==> src/rtl/m68k_bus_pkg.sv <==
// Shared definitions for the 68000-style bus initiator: FSM state codes,
// E-clock timing defaults and byte-enable encodings.
package m68k_bus_pkg;

  localparam int E_LOW_DEF   = 6;
  localparam int E_HIGH_DEF  = 4;
  localparam int TIMEOUT_DEF = 64;

  typedef logic [3:0] bus_state_t;

  localparam logic [3:0] ST_IDLE  = 4'd0;
  localparam logic [3:0] ST_ADDR  = 4'd1;
  localparam logic [3:0] ST_WDS   = 4'd2;
  localparam logic [3:0] ST_WAIT  = 4'd3;
  localparam logic [3:0] ST_DATA  = 4'd4;
  localparam logic [3:0] ST_VSYNC = 4'd5;
  localparam logic [3:0] ST_VEH   = 4'd6;
  localparam logic [3:0] ST_TERM  = 4'd7;
  localparam logic [3:0] ST_RECOV = 4'd8;

  localparam logic [1:0] BE_LOWER = 2'b01;
  localparam logic [1:0] BE_UPPER = 2'b10;
  localparam logic [1:0] BE_WORD  = 2'b11;

  // Active-low {UDS, LDS} for a byte-enable pair while data strobes are on.
  function automatic logic [1:0] ds_strobes_n(input logic [1:0] be, input logic active);
    logic [1:0] ds_n;
    ds_n[1] = !(active && (|(be & BE_UPPER)));
    ds_n[0] = !(active && (|(be & BE_LOWER)));
    return ds_n;
  endfunction

endpackage

==> src/rtl/m68k_bus_initiator_eclk.sv <==
// Free-running 6800 E clock: counts 0..E_LOW+E_HIGH-1, E high for the upper
// E_HIGH counts. Exposes the current count for VMA cycle alignment.
module m68k_eclk_gen
  import m68k_bus_pkg::*;
#(
  parameter int E_LOW  = E_LOW_DEF,
  parameter int E_HIGH = E_HIGH_DEF,
  parameter int CNT_W  = 4
) (
  input  logic             clk,
  input  logic             rst,
  output logic             e,
  output logic [CNT_W-1:0] cnt
);

  localparam logic [CNT_W-1:0] CNT_LAST = CNT_W'(E_LOW + E_HIGH - 1);
  localparam logic [CNT_W-1:0] HIGH_AT  = CNT_W'(E_LOW);

  logic [CNT_W-1:0] cnt_nxt;

  assign cnt_nxt = (cnt == CNT_LAST) ? '0 : cnt + 1'b1;

  // E is registered from the next count so it lines up with cnt.
  always_ff @(posedge clk or posedge rst) begin
    if (rst) begin
      cnt <= '0;
      e   <= 1'b0;
    end else begin
      cnt <= cnt_nxt;
      e   <= (cnt_nxt >= HIGH_AT);
    end
  end

endmodule

==> src/rtl/m68k_bus_initiator.sv <==
// 68000 asynchronous bus master: request/ack front end to AS/UDS/LDS/RW cycles,
// DTACK/VPA/BERR termination. Optional watchdog under macro BUS_TIMEOUT_EN.
module m68k_bus_initiator
  import m68k_bus_pkg::*;
#(
  parameter int TIMEOUT_CYCLES = TIMEOUT_DEF,
  parameter int E_LOW          = E_LOW_DEF,
  parameter int E_HIGH         = E_HIGH_DEF
) (
  input  logic        CLK7M,
  input  logic        RESET,
  input  logic        REQ,
  input  logic        REQ_RW,
  input  logic [22:0] REQ_A,
  input  logic [1:0]  REQ_BE,
  input  logic [15:0] REQ_WDATA,
  output logic        ACK,
  output logic        ERR,
  output logic [15:0] RDATA,
  output logic [22:0] A,
  output logic [15:0] D_OUT,
  output logic        D_OE,
  input  logic [15:0] D_IN,
  output logic        AS,
  output logic        UDS,
  output logic        LDS,
  output logic        RW,
  input  logic        DTACK,
  input  logic        VPA,
  input  logic        BERR,
  output logic        E,
  output logic        VMA,
  output logic        BUSY
);

  localparam int ECW = $clog2(E_LOW + E_HIGH);
  localparam logic [ECW-1:0] E_LAST = ECW'(E_LOW + E_HIGH - 1);

  bus_state_t       state;
  bus_state_t       state_nxt;
  logic             dtack_s;
  logic             vpa_s;
  logic             berr_s;
  logic             rw_q;
  logic [1:0]       be_q;
  logic             err_pend;
  logic             err_set;
  logic             rd_cap;
  logic             accept;
  logic             rw_nxt;
  logic [1:0]       be_nxt;
  logic             bus_on;
  logic             ds_on;
  logic             tmo_hit;
  logic [ECW-1:0]   e_cnt;

  m68k_eclk_gen #(
    .E_LOW  (E_LOW),
    .E_HIGH (E_HIGH),
    .CNT_W  (ECW)
  ) u_eclk (
    .clk (CLK7M),
    .rst (RESET),
    .e   (E),
    .cnt (e_cnt)
  );

`ifdef BUS_TIMEOUT_EN
  localparam logic [6:0] TMO_LAST = 7'(TIMEOUT_CYCLES - 1);
  logic [6:0] tmo_cnt;

  always_ff @(posedge CLK7M or posedge RESET) begin
    if (RESET) begin
      tmo_cnt <= '0;
    end else if (state == ST_ADDR) begin
      tmo_cnt <= '0;
    end else if (state == ST_WAIT || state == ST_VSYNC || state == ST_VEH) begin
      tmo_cnt <= tmo_cnt + 7'd1;
    end
  end

  assign tmo_hit = (tmo_cnt == TMO_LAST);
`else
  assign tmo_hit = 1'b0;
`endif

  assign accept = (state == ST_IDLE) && REQ;
  assign rw_nxt = accept ? REQ_RW : rw_q;
  assign be_nxt = accept ? REQ_BE : be_q;

  always_comb begin
    state_nxt = state;
    err_set   = 1'b0;
    rd_cap    = 1'b0;
    case (state)
      ST_IDLE:  if (REQ) state_nxt = ST_ADDR;
      ST_ADDR:  state_nxt = rw_q ? ST_WAIT : ST_WDS;
      ST_WDS:   state_nxt = ST_WAIT;
      ST_WAIT: begin
        if (!berr_s || tmo_hit) begin
          err_set   = 1'b1;
          state_nxt = ST_TERM;
        end else if (!dtack_s) begin
          state_nxt = ST_DATA;
        end else if (!vpa_s) begin
          state_nxt = ST_VSYNC;
        end
      end
      ST_DATA: begin
        rd_cap    = rw_q;
        state_nxt = ST_TERM;
      end
      // Enter VEH as the counter wraps so VMA covers one whole E period.
      ST_VSYNC: begin
        if (tmo_hit) begin
          err_set   = 1'b1;
          state_nxt = ST_TERM;
        end else if (e_cnt == E_LAST) begin
          state_nxt = ST_VEH;
        end
      end
      ST_VEH: begin
        err_set = !berr_s || tmo_hit;
        if (tmo_hit) begin
          state_nxt = ST_TERM;
        end else if (e_cnt == E_LAST) begin
          rd_cap    = rw_q && !(err_pend || err_set);
          state_nxt = ST_TERM;
        end
      end
      ST_TERM:  state_nxt = ST_RECOV;
      ST_RECOV: if (dtack_s && vpa_s && berr_s) state_nxt = ST_IDLE;
      default:  state_nxt = ST_IDLE;
    endcase
  end

  // Bus outputs are registered from the next state so they are glitch-free.
  assign bus_on = (state_nxt == ST_ADDR) || (state_nxt == ST_WDS) ||
                  (state_nxt == ST_WAIT) || (state_nxt == ST_DATA) ||
                  (state_nxt == ST_VSYNC) || (state_nxt == ST_VEH);
  assign ds_on  = bus_on && (rw_nxt || (state_nxt != ST_ADDR));

  always_ff @(posedge CLK7M or posedge RESET) begin
    if (RESET) begin
      dtack_s  <= 1'b1;
      vpa_s    <= 1'b1;
      berr_s   <= 1'b1;
      state    <= ST_IDLE;
      rw_q     <= 1'b1;
      be_q     <= 2'b00;
      err_pend <= 1'b0;
      A        <= '0;
      D_OUT    <= '0;
      RDATA    <= '0;
      AS       <= 1'b1;
      UDS      <= 1'b1;
      LDS      <= 1'b1;
      VMA      <= 1'b1;
      RW       <= 1'b1;
      D_OE     <= 1'b0;
      ACK      <= 1'b0;
      ERR      <= 1'b0;
      BUSY     <= 1'b0;
    end else begin
      dtack_s <= DTACK;
      vpa_s   <= VPA;
      berr_s  <= BERR;
      state   <= state_nxt;
      if (accept) begin
        A     <= REQ_A;
        D_OUT <= REQ_WDATA;
        rw_q  <= REQ_RW;
        be_q  <= REQ_BE;
      end
      if (state == ST_ADDR) begin
        err_pend <= 1'b0;
      end else if (err_set) begin
        err_pend <= 1'b1;
      end
      if (rd_cap) begin
        RDATA <= D_IN;
      end
      AS         <= !bus_on;
      {UDS, LDS} <= ds_strobes_n(be_nxt, ds_on);
      RW         <= !(bus_on && !rw_nxt);
      D_OE       <= bus_on && !rw_nxt;
      VMA        <= (state_nxt != ST_VEH);
      ACK        <= (state_nxt == ST_TERM);
      ERR        <= (state_nxt == ST_TERM) && (err_pend || err_set);
      BUSY       <= (state_nxt != ST_IDLE);
    end
  end

endmodule

==> config.mk <==
export PLATFORM = sky130hd
export DESIGN_NAME = m68k_bus_initiator
export DESIGN_NICKNAME = d
export VERILOG_FILES = /design/src/rtl/m68k_bus_pkg.sv /design/src/rtl/m68k_bus_initiator_eclk.sv /design/src/rtl/m68k_bus_initiator.sv
export SDC_FILE = /design/constraint.sdc
export NUM_CORES = 1
export LEC_CHECK = 0
export CAP_MARGIN = 25
export CELL_PAD_IN_SITES_DETAIL_PLACEMENT = 1
export CELL_PAD_IN_SITES_GLOBAL_PLACEMENT = 1
export CORE_ASPECT_RATIO = 0.8
export CORE_MARGIN = 4
export CORE_UTILIZATION = 31
export CTS_BUF_LIST = sky130_fd_sc_hd__clkbuf_4 sky130_fd_sc_hd__clkbuf_8
export DETAILED_ROUTE_END_ITERATION = 6
export PLACE_DENSITY = 0.86
export SETUP_SLACK_MARGIN = 0.5
export SLEW_MARGIN = 10
export SYNTH_ARGS = -nofsm -noshare
export SYNTH_HDL_FRONTEND = slang
export SYNTH_SLANG_ARGS = --single-unit
==> constraint.sdc <==
create_clock -name CLK7M -period 2.7 [get_ports CLK7M]
set_input_delay 0.27 -clock CLK7M [delete_from_list [all_inputs] [get_ports CLK7M]]
set_output_delay 0.27 -clock CLK7M [all_outputs]
set_load 0.02 [all_outputs]
==> results of run 1 <==
==> cells by family after synthesis <==
| group | synth area share |
|---|---|
| simple gates | 0.2056 |
| flops | 0.6498 |
| buf+inv | 0.02868 |
| compound gates | 0.04160 |
| mux | 0.06866 |
| xor+xnor | 0.005655 |
==> Yosys cell counts (all sizes together) (2+ instances only) <==
cell type	count
nand2	134
dfrtp	71
mux2	18
clkbuf	11
dfstp	9
inv	7
nand3	6
a21o	4
a31oi	4
nor2	4
o21ai	4
buf	3
a22o	2
and2	2
and3	2
nor3	2
or2	2
==> path summary, 6_finish.rpt <==
check	endpoint	slack (ns)	cells past startpoint
setup / recovery	RDATA[10]	0.71	4
hold / removal	dtack_s	0.31	1
setup reg to reg	RDATA[10]	0.71	4
hold reg to reg	be_q[1]	0.47	2
max in group asynchronous	UDS	1.66	3
min in group asynchronous	A[13]	0.37	2
==> metal layers <==
metal  GRT usage  vias up  part of all wire  wire (um)
met2      0.2643       91              0.49       4299
li1            -     1210                 -          -
met3     0.07916        9              0.10        883
met5           0        -                 0          0
met4     0.05018        0            0.0099         87
met1      0.1729     1219              0.40       3485
==> metrics by stage <==
step | worst slack (ns) | hold slack, ns
after floorplan | 0.7586 | 0.2745
after global placement | 0.5725 | 0.4433
after detailed placement | 0.4637 | 0.4546
after CTS | 0.5917 | 0.2873
after global routing | 0.6461 | 0.2945
final | 0.7115 | 0.3091
==> critical path, stage by stage, from the launching register on <==
cell and delay [ns]:
dfrtp_1 0.45, and4bb_2 0.37, a31oi_1 0.09, or4b_4 0.63
mux2_2 0.32
==> state kept, by name, summed over array words and instances (netlist names), 2 cells and up <==
signal,flops
be_q,2
A,23
D_OUT,16
u_eclk.cnt,4
RDATA,16
state,4
==> power by group through the flow <==
stage          registers [mW]  logic (mW)  clock network, mW
5_1_grt                  2.11        2.78               1.20
2_1_floorplan            2.53       0.840                  0
4_1_cts                  2.04        2.60               1.14
3_3_place_gp             2.02        2.50                  0
6_report                 2.04        2.57               1.10
3_5_place_dp             2.06        2.58                  0
==> cells in the final DEF (no fill, tap or decap), drive strengths merged, types with 2 or more instances in the layout <==
cell type / n
clkdlybuf4s50: 128
clkbuf: 11
and3: 2
a21o: 4
nand2: 134
mux2: 18
dfrtp: 71
buf: 5
a22o: 2
bufinv: 3
nor2: 4
inv: 6
dfstp: 9
a31oi: 4
and2: 2
clkinvlp: 2
or2: 2
nor3: 2
nand3: 6
o21ai: 4
==> area by class of cell <==
cell class | instances | area share
inverters | 7 | 0.006237
repair buffers | 133 | 0.2765
flip-flops and latches | 80 | 0.4181
multi-input cells | 197 | 0.2110
clock inverters | 5 | 0.02131
well taps | 136 | 0.03534
clock buffers | 11 | 0.03144
==> flow_summary.ini, run 1 <==
[synthesis]
synth_top_cell_area_share = 0.5735
ys_ff_latch = 80
synth.distinct_cells = 31
synth_enable_flop_cells = 0
syn-num-nets = 362
yosysTopAreaCell = dfrtp_1
async_flop_share = 1.000
syn_avg_cell_area_sq_um = 10.40
synth_warnings = 0
syn_inst = 298
synthFlopType = dfrtp_1
ys_top_cells_by_area = dfrtp_1 57%, nand2_1 16%, dfstp_2 7.6%, mux2_2 6.5%, clkbuf_1 1.3%
synth_area_sq_mm = 0.003098
yosysSeqAreaShare = 0.6498

[finish]
multiInputGateArea_sq_mm = 0.001016
final_util = 0.4969
drive_above_1_share = 0.1316
instances_no_fill = 569
regArea_sq_mm = 0.002013
diodes = 0
final_nets = 492
design_area_sq_mm = 0.004815
n_fill_cell = 1073
area_growth_pct = 55.41

[sta]
rsz0062_at_grt = false
worstMarginPinSlew_ns = 0.7160
relSlewSlack = 0.5217
setup_viol = 0
fmax_mhz = 502.9
finalSetupTns_ns = 0
hold_viol_final = 0
timing.final.crit_share = 0.7365
slew_violations = 0
period_needed_ns = 1.989
clock_skew_ns = 0.01306

[detailed_routing]
routed_wl_um = 8755
ant_nets = 0
vias = 2529
post-route-drc-count = 0
wl_per_cell_um = 15.39
first_pass_iters = 3
drtIter0Drc = 61
via_per_inst = 4.445

[clock_tree]
cts_tree = built
post_cts.repair.setup_buffers = 0
clkTransAtPathRegs_ns = 0.08
htreeDepth = 3
clock_sinks = 80
cts_resized = 1
cts_root_buf = clkbuf_8
cts_buffer_depth = 2
numCtsBuffers = 9
hold_buffers = 0
clock_latency_ns = 0.36

[floorplan]
die_y_um = 97.42
fp-row-count = 32
pin_count = 129
start_util = 0.3197
fp.dieW_um = 119.8
core_region_area_sq_mm = 0.009689
die_area_sq_mm = 0.01167

[global_routing]
grt_max_degree = 35
grt_pass1_vias = 2891
antenna_found_initial = 0
track_usage = 0.1569
grt_pass1_wl_um = 14360
grt_overflow = 0

[worst_setup_path]
path_max_fanout = 16
critical_path_class = register to register
reg2reg_from = u_eclk.cnt[2]
crit_required_ns = 2.94
endpoint_kind = register
cp.arrival_ns = 2.23
crit_path_start_kind = register
startpoint = u_eclk.cnt[2]

[placement]
numPortBuffers = 128
place_congestion = 0.8422
dp.cells = 553
dp_hpwl_um = 6598
placed_area_sq_mm = 0.004546

[worst_hold_path]
hp-start = DTACK
hp-class = input port to register

[pwr]
ir_worst_vdd_uv = 457.6
clkPwrFrac = 0.193
p_leak_nw = 2.191
p_seq_frac = 0.357
p_int_mw = 3.627
power_mw = 5.708
pwr-share-comb = 0.450
netSwitchingFraction = 0.3646
power_density_mw_per_mm2 = 1186
p_switching_mw = 2.081

[run_status]
outcome = finished clean

[run]
drv_cap = 0
Power figures use the tool's default switching activity.
==> inputs of run 2 (changes only) <==
- CORE_UTILIZATION: 31 -> 29
- PLACE_DENSITY: 0.86 -> 0.85
- clock period: 2.7 -> 1.8 ns (I/O delays scaled with it)
==> flow_summary.ini, run 2 (same netlist as run 1, synthesis figures left out) <==
[worst_setup_path]
worst-r2r-cell-count = 5
crit_required_ns = 2.05
critical_path_class = register to register
crit_path_top_delay_cell = or4b_4
cp.arrival_ns = 2.15
worst-path-buf-inv = 1
r2r-end = RDATA[14]
endpoint_kind = register
critPathTopFamily = simple AND/OR/NAND/NOR gates
crit_path_start_kind = register
reg2reg_from = u_eclk.cnt[2]
startpoint = u_eclk.cnt[2]
r2r_slack_ns = -0.1
crit_end = RDATA[14]
cpPeakStageDelay_ns = 0.51
worstPathCellList = and4bb_2 > a31oi_1 > or4b_4 > buf_12 > mux2_2
path_max_fanout = 16
cp.depth = 5

[sta]
timing.final.crit_share = 1.054
setup_slack_ns = -0.09776
worstMarginPinSlew_ns = 0.5380
period_needed_ns = 1.898
rsz0062_at_grt = true
setup_viol = 18
relSlewSlack = 0.6413
fmax_mhz = 526.9
clock_skew_ns = 0.01120
hold_viol_final = 0
hold_slack_ns = 0.2190
slew_violations = 0

[placement]
numPortBuffers = 128
dp_hpwl_um = 7051
placed_area_sq_mm = 0.004673
place_congestion = 0.7379

[floorplan]
pin_count = 129
start_util = 0.3001
fp-row-count = 33
die_y_um = 100.4
fp.dieW_um = 123.6
die_area_sq_mm = 0.01241
core_region_area_sq_mm = 0.01032

[clock_tree]
cts_buffer_depth = 2
numCtsBuffers = 9
clock_sinks = 80
clkTransAtPathRegs_ns = 0.09
clock_latency_ns = 0.37
cts_root_buf = clkbuf_8
cts_tree = built
htreeDepth = 3

[pwr]
power_density_mw_per_mm2 = 1690
ir_worst_vdd_uv = 883.5
power_mw = 8.280
p_leak_nw = 2.317

[finish]
multiInputGateArea_sq_mm = 0.001074
design_area_sq_mm = 0.004901
largest_register = A
layout_commonest_cell = nand2_1
regArea_sq_mm = 0.002014
drive_above_1_share = 0.1978
n_fill_cell = 1150
largest_registers = A x23, D_OUT x16, RDATA x16
area_growth_pct = 58.20
final_nets = 509
layout_common_cells = 134 x nand2_1, 70 x dfrtp_1, 63 x clkdlybuf4s50_1
largest_reg_flops = 23
diodes = 0

[detailed_routing]
first_pass_iters = 4
post-route-drc-count = 0
wl_per_cell_um = 15.89
via_per_inst = 4.502
ant_nets = 0
drtIter0Drc = 67
vias = 2656
routed_wl_um = 9378

[run_status]
failed_checks = setup timing
outcome = complete, but fails checks

[global_routing]
track_usage = 0.1561
grt_pass1_vias = 2922
antenna_found_initial = 0
grt_pass1_wl_um = 14710
grt_overflow = 0
grt_max_degree = 42

[worst_hold_path]
hp-class = input port to register

[run]
drv_cap = 0
run 2: repair_timing:
item | 4_1_cts | 5_1_grt
buffers inserted | 1 | 5
gates resized for setup | 100 | 43
pin swaps | 2 | 2
setup endpoints to repair | 133 | 103
hold buffers | 0 | 0
run 2: final cells by class:
type	count	share of cell area
sequential	80	0.4110
inverter	7	0.006127
multi-input combinational	197	0.2190
clock buffer	10	0.02681
clock inverter	6	0.01404
timing repair buffer	150	0.2872
tap	140	0.03574
run 2: stage by stage:
stage | TNS (ns) | worst slack (ns) | instances | util
2_1_floorplan | -1.341 | -0.1337 | 298 | -
3_3_place_gp | -0.1473 | -0.01075 | 568 | 0.4527
3_5_place_dp | -0.8441 | -0.07281 | 568 | 0.4527
4_1_cts | -0.7014 | -0.06299 | 585 | 0.4669
5_1_grt | -2.411 | -0.1425 | 590 | 0.4748
6_report | -1.284 | -0.09776 | 590 | 0.4748
run 2: worst min-delay path by stage:
stage,slack [ns],start,endpoint,cells after the start
2_1_floorplan,0.18,BERR,berr_s,0
3_3_place_gp,0.45,be_q[1],be_q[1],2
3_5_place_dp,0.47,D_OUT[14],D_OUT[14],2
4_1_cts,0.19,VPA,vpa_s,1
5_1_grt,0.20,VPA,vpa_s,1
6_report,0.22,VPA,vpa_s,1
run 2: routing by layer:
metal / GRT usage / share of wire
met1: 0.1758 / 0.39
met2: 0.2586 / 0.49
met3: 0.08113 / 0.11
met4: 0.04596 / 0.013
met5: 0 / 0
run 2: report_power, final:
group	internal [mW]	switching, mW
Combinational	1.68	2.19
Clock	0.660	0.699
Sequential	2.60	0.450
Total	4.94	3.34
==> inputs of run 3 (changes only) <==
- TNS_END_PERCENT: not set -> 20
==> flow_summary.ini, run 3 (same netlist as run 1, synthesis figures left out) <==
[run_status]
outcome = complete, but fails checks
failed_checks = setup timing

[worst_hold_path]
holdPathStages = 1
hp-start = VPA
hp-class = input port to register
worst_hold_path.endpoint = vpa_s

[detailed_routing]
post-route-drc-count = 0
routed_wl_um = 9929
first_pass_iters = 4
wl_per_cell_um = 16.77
vias = 2671
ant_nets = 0
drtIter0Drc = 90
via_per_inst = 4.512

[sta]
period_needed_ns = 1.873
worstMarginPinSlew_ns = 0.4769
timing.final.crit_share = 1.041
fmax_mhz = 533.9
setup_slack_ns = -0.07311
relSlewSlack = 0.6820
slew_violations = 0
setup_viol = 18
hold_slack_ns = 0.2316
clock_skew_ns = 0.004899
hold_viol_final = 0
rsz0062_at_grt = true

[worst_setup_path]
cp.arrival_ns = 2.11
path_max_fanout = 16
r2r_slack_ns = -0.07
worst-path-buf-inv = 1
critical_path_class = register to register
worst-r2r-cell-count = 5
cpPeakStageDelay_ns = 0.50
critPathTopFamily = simple AND/OR/NAND/NOR gates
reg2reg_from = u_eclk.cnt[2]
r2r-end = RDATA[7]
worstPathCellList = and4bb_2 > a31oi_1 > or4b_4 > buf_12 > mux2_2
endpoint_kind = register
crit_path_start_kind = register
crit_required_ns = 2.04
crit_path_top_delay_cell = or4b_4

[floorplan]
fp.dieW_um = 123.6
pin_count = 129
fp-row-count = 33
core_region_area_sq_mm = 0.01032
die_y_um = 100.4
die_area_sq_mm = 0.01241
start_util = 0.3001

[placement]
numPortBuffers = 128
dp_hpwl_um = 6951
placed_area_sq_mm = 0.004676
place_congestion = 0.8164

[global_routing]
grt_overflow = 0
grt_pass1_vias = 2995
track_usage = 0.1627
grt_pass1_wl_um = 15650
antenna_found_initial = 0
grt_max_degree = 44

[pwr]
ir_worst_vdd_uv = 851.4
p_seq_frac = 0.345
pwr-share-comb = 0.504
p_leak_nw = 2.664
p_int_mw = 5.302
power_density_mw_per_mm2 = 1662
p_switching_mw = 3.516
clkPwrFrac = 0.151
netSwitchingFraction = 0.3988

[finish]
layout_common_cells = 69 x clkdlybuf4s50_1, 68 x dfrtp_1, 62 x nand2_1
drive_above_1_share = 0.3562
diodes = 0
largest_reg_flops = 23
layout_commonest_cell = clkdlybuf4s50_1
n_fill_cell = 1128
design_area_sq_mm = 0.005306
largest_register = A
final_nets = 511
area_growth_pct = 71.28
largest_registers = A x23, D_OUT x16, RDATA x16

[clock_tree]
clock_latency_ns = 0.35
clkTransAtPathRegs_ns = 0.08
htreeDepth = 3
hold_buffers = 0
cts_root_buf = clkbuf_8
clock_sinks = 80
cts_buffer_depth = 2
cts_tree = built
numCtsBuffers = 9

[run]
drv_cap = 0
[run 3: cell types whose count changed in the layout (fill, tap and decap cells not counted), sizes merged]
| cell | delta |
|---|---|
| inv | -1 |
| clkdlybuf4s15 | -25 |
| clkbuf | -1 |
| clkinv | +3 |
| dlymetal6s2s | +1 |
| dlygate4sd2 | +21 |
| clkinvlp | -4 |
| buf | +2 |
| clkdlybuf4s50 | +6 |
[run 3: metrics by stage]
step	setup TNS (ns)	power, mW	instances	util	setup slack (ns)
2_1_floorplan	-1.457	5.048	298	-	-0.1414
3_3_place_gp	-0.6391	7.017	572	0.4530	-0.04116
3_5_place_dp	-1.514	7.231	572	0.4530	-0.1126
4_1_cts	-1.093	8.514	591	0.4887	-0.08433
5_1_grt	-2.144	9.437	592	0.5141	-0.1275
6_report	-0.9735	8.818	592	0.5141	-0.07311
[run 3: layer usage]
layer  global-route usage  wire [um]  vias to the layer above
li1                     -          -                     1248
met1               0.1749       3585                     1316
met2               0.2824       5197                       97
met3              0.08732       1017                       10
met4              0.03745        128                        0
met5                    0          0                        -
[run 3: area by class of cell]
| cell class | instances | area [sq um] | area share |
|---|---|---|---|
| Sequential cell | 80 | 2017 | 0.3801 |
| Timing Repair Buffer | 152 | 1483 | 0.2794 |
| Multi-Input combinational cell | 197 | 1404 | 0.2646 |
| Tap cell | 140 | 175.2 | 0.03301 |
| Clock buffer | 12 | 152.6 | 0.02877 |
| Clock inverter | 4 | 45.04 | 0.008489 |
| Inverter | 7 | 30.03 | 0.005659 |
[run 3: power groups by stage]
stage	Combinational [mW]	Clock, mW	Sequential [mW]
after detailed placement	4.17	0	3.06
after floorplan	1.26	0	3.79
after CTS	4.09	1.40	3.03
final	4.45	1.33	3.04
after global routing	4.82	1.47	3.15
after global placement	4.00	0	3.02
[run 3: what timing repair did]
action                                  CTS  global route
pin swaps                                85            81
endpoints found under the setup margin  133            92
setup buffers                             3             1
gates resized for setup                 148            78
[run 3: worst max-delay path by stage]
stage	start	endpoint	slack [ns]	depth (start not counted)
floorplan	u_eclk.cnt[2]	RDATA[0]	-0.14	6
global placement	u_eclk.cnt[2]	RDATA[9]	-0.04	5
detailed placement	u_eclk.cnt[2]	RDATA[7]	-0.11	5
CTS	u_eclk.cnt[1]	RDATA[7]	-0.08	5
global route	u_eclk.cnt[2]	RDATA[7]	-0.13	5
finish	u_eclk.cnt[2]	RDATA[7]	-0.07	5
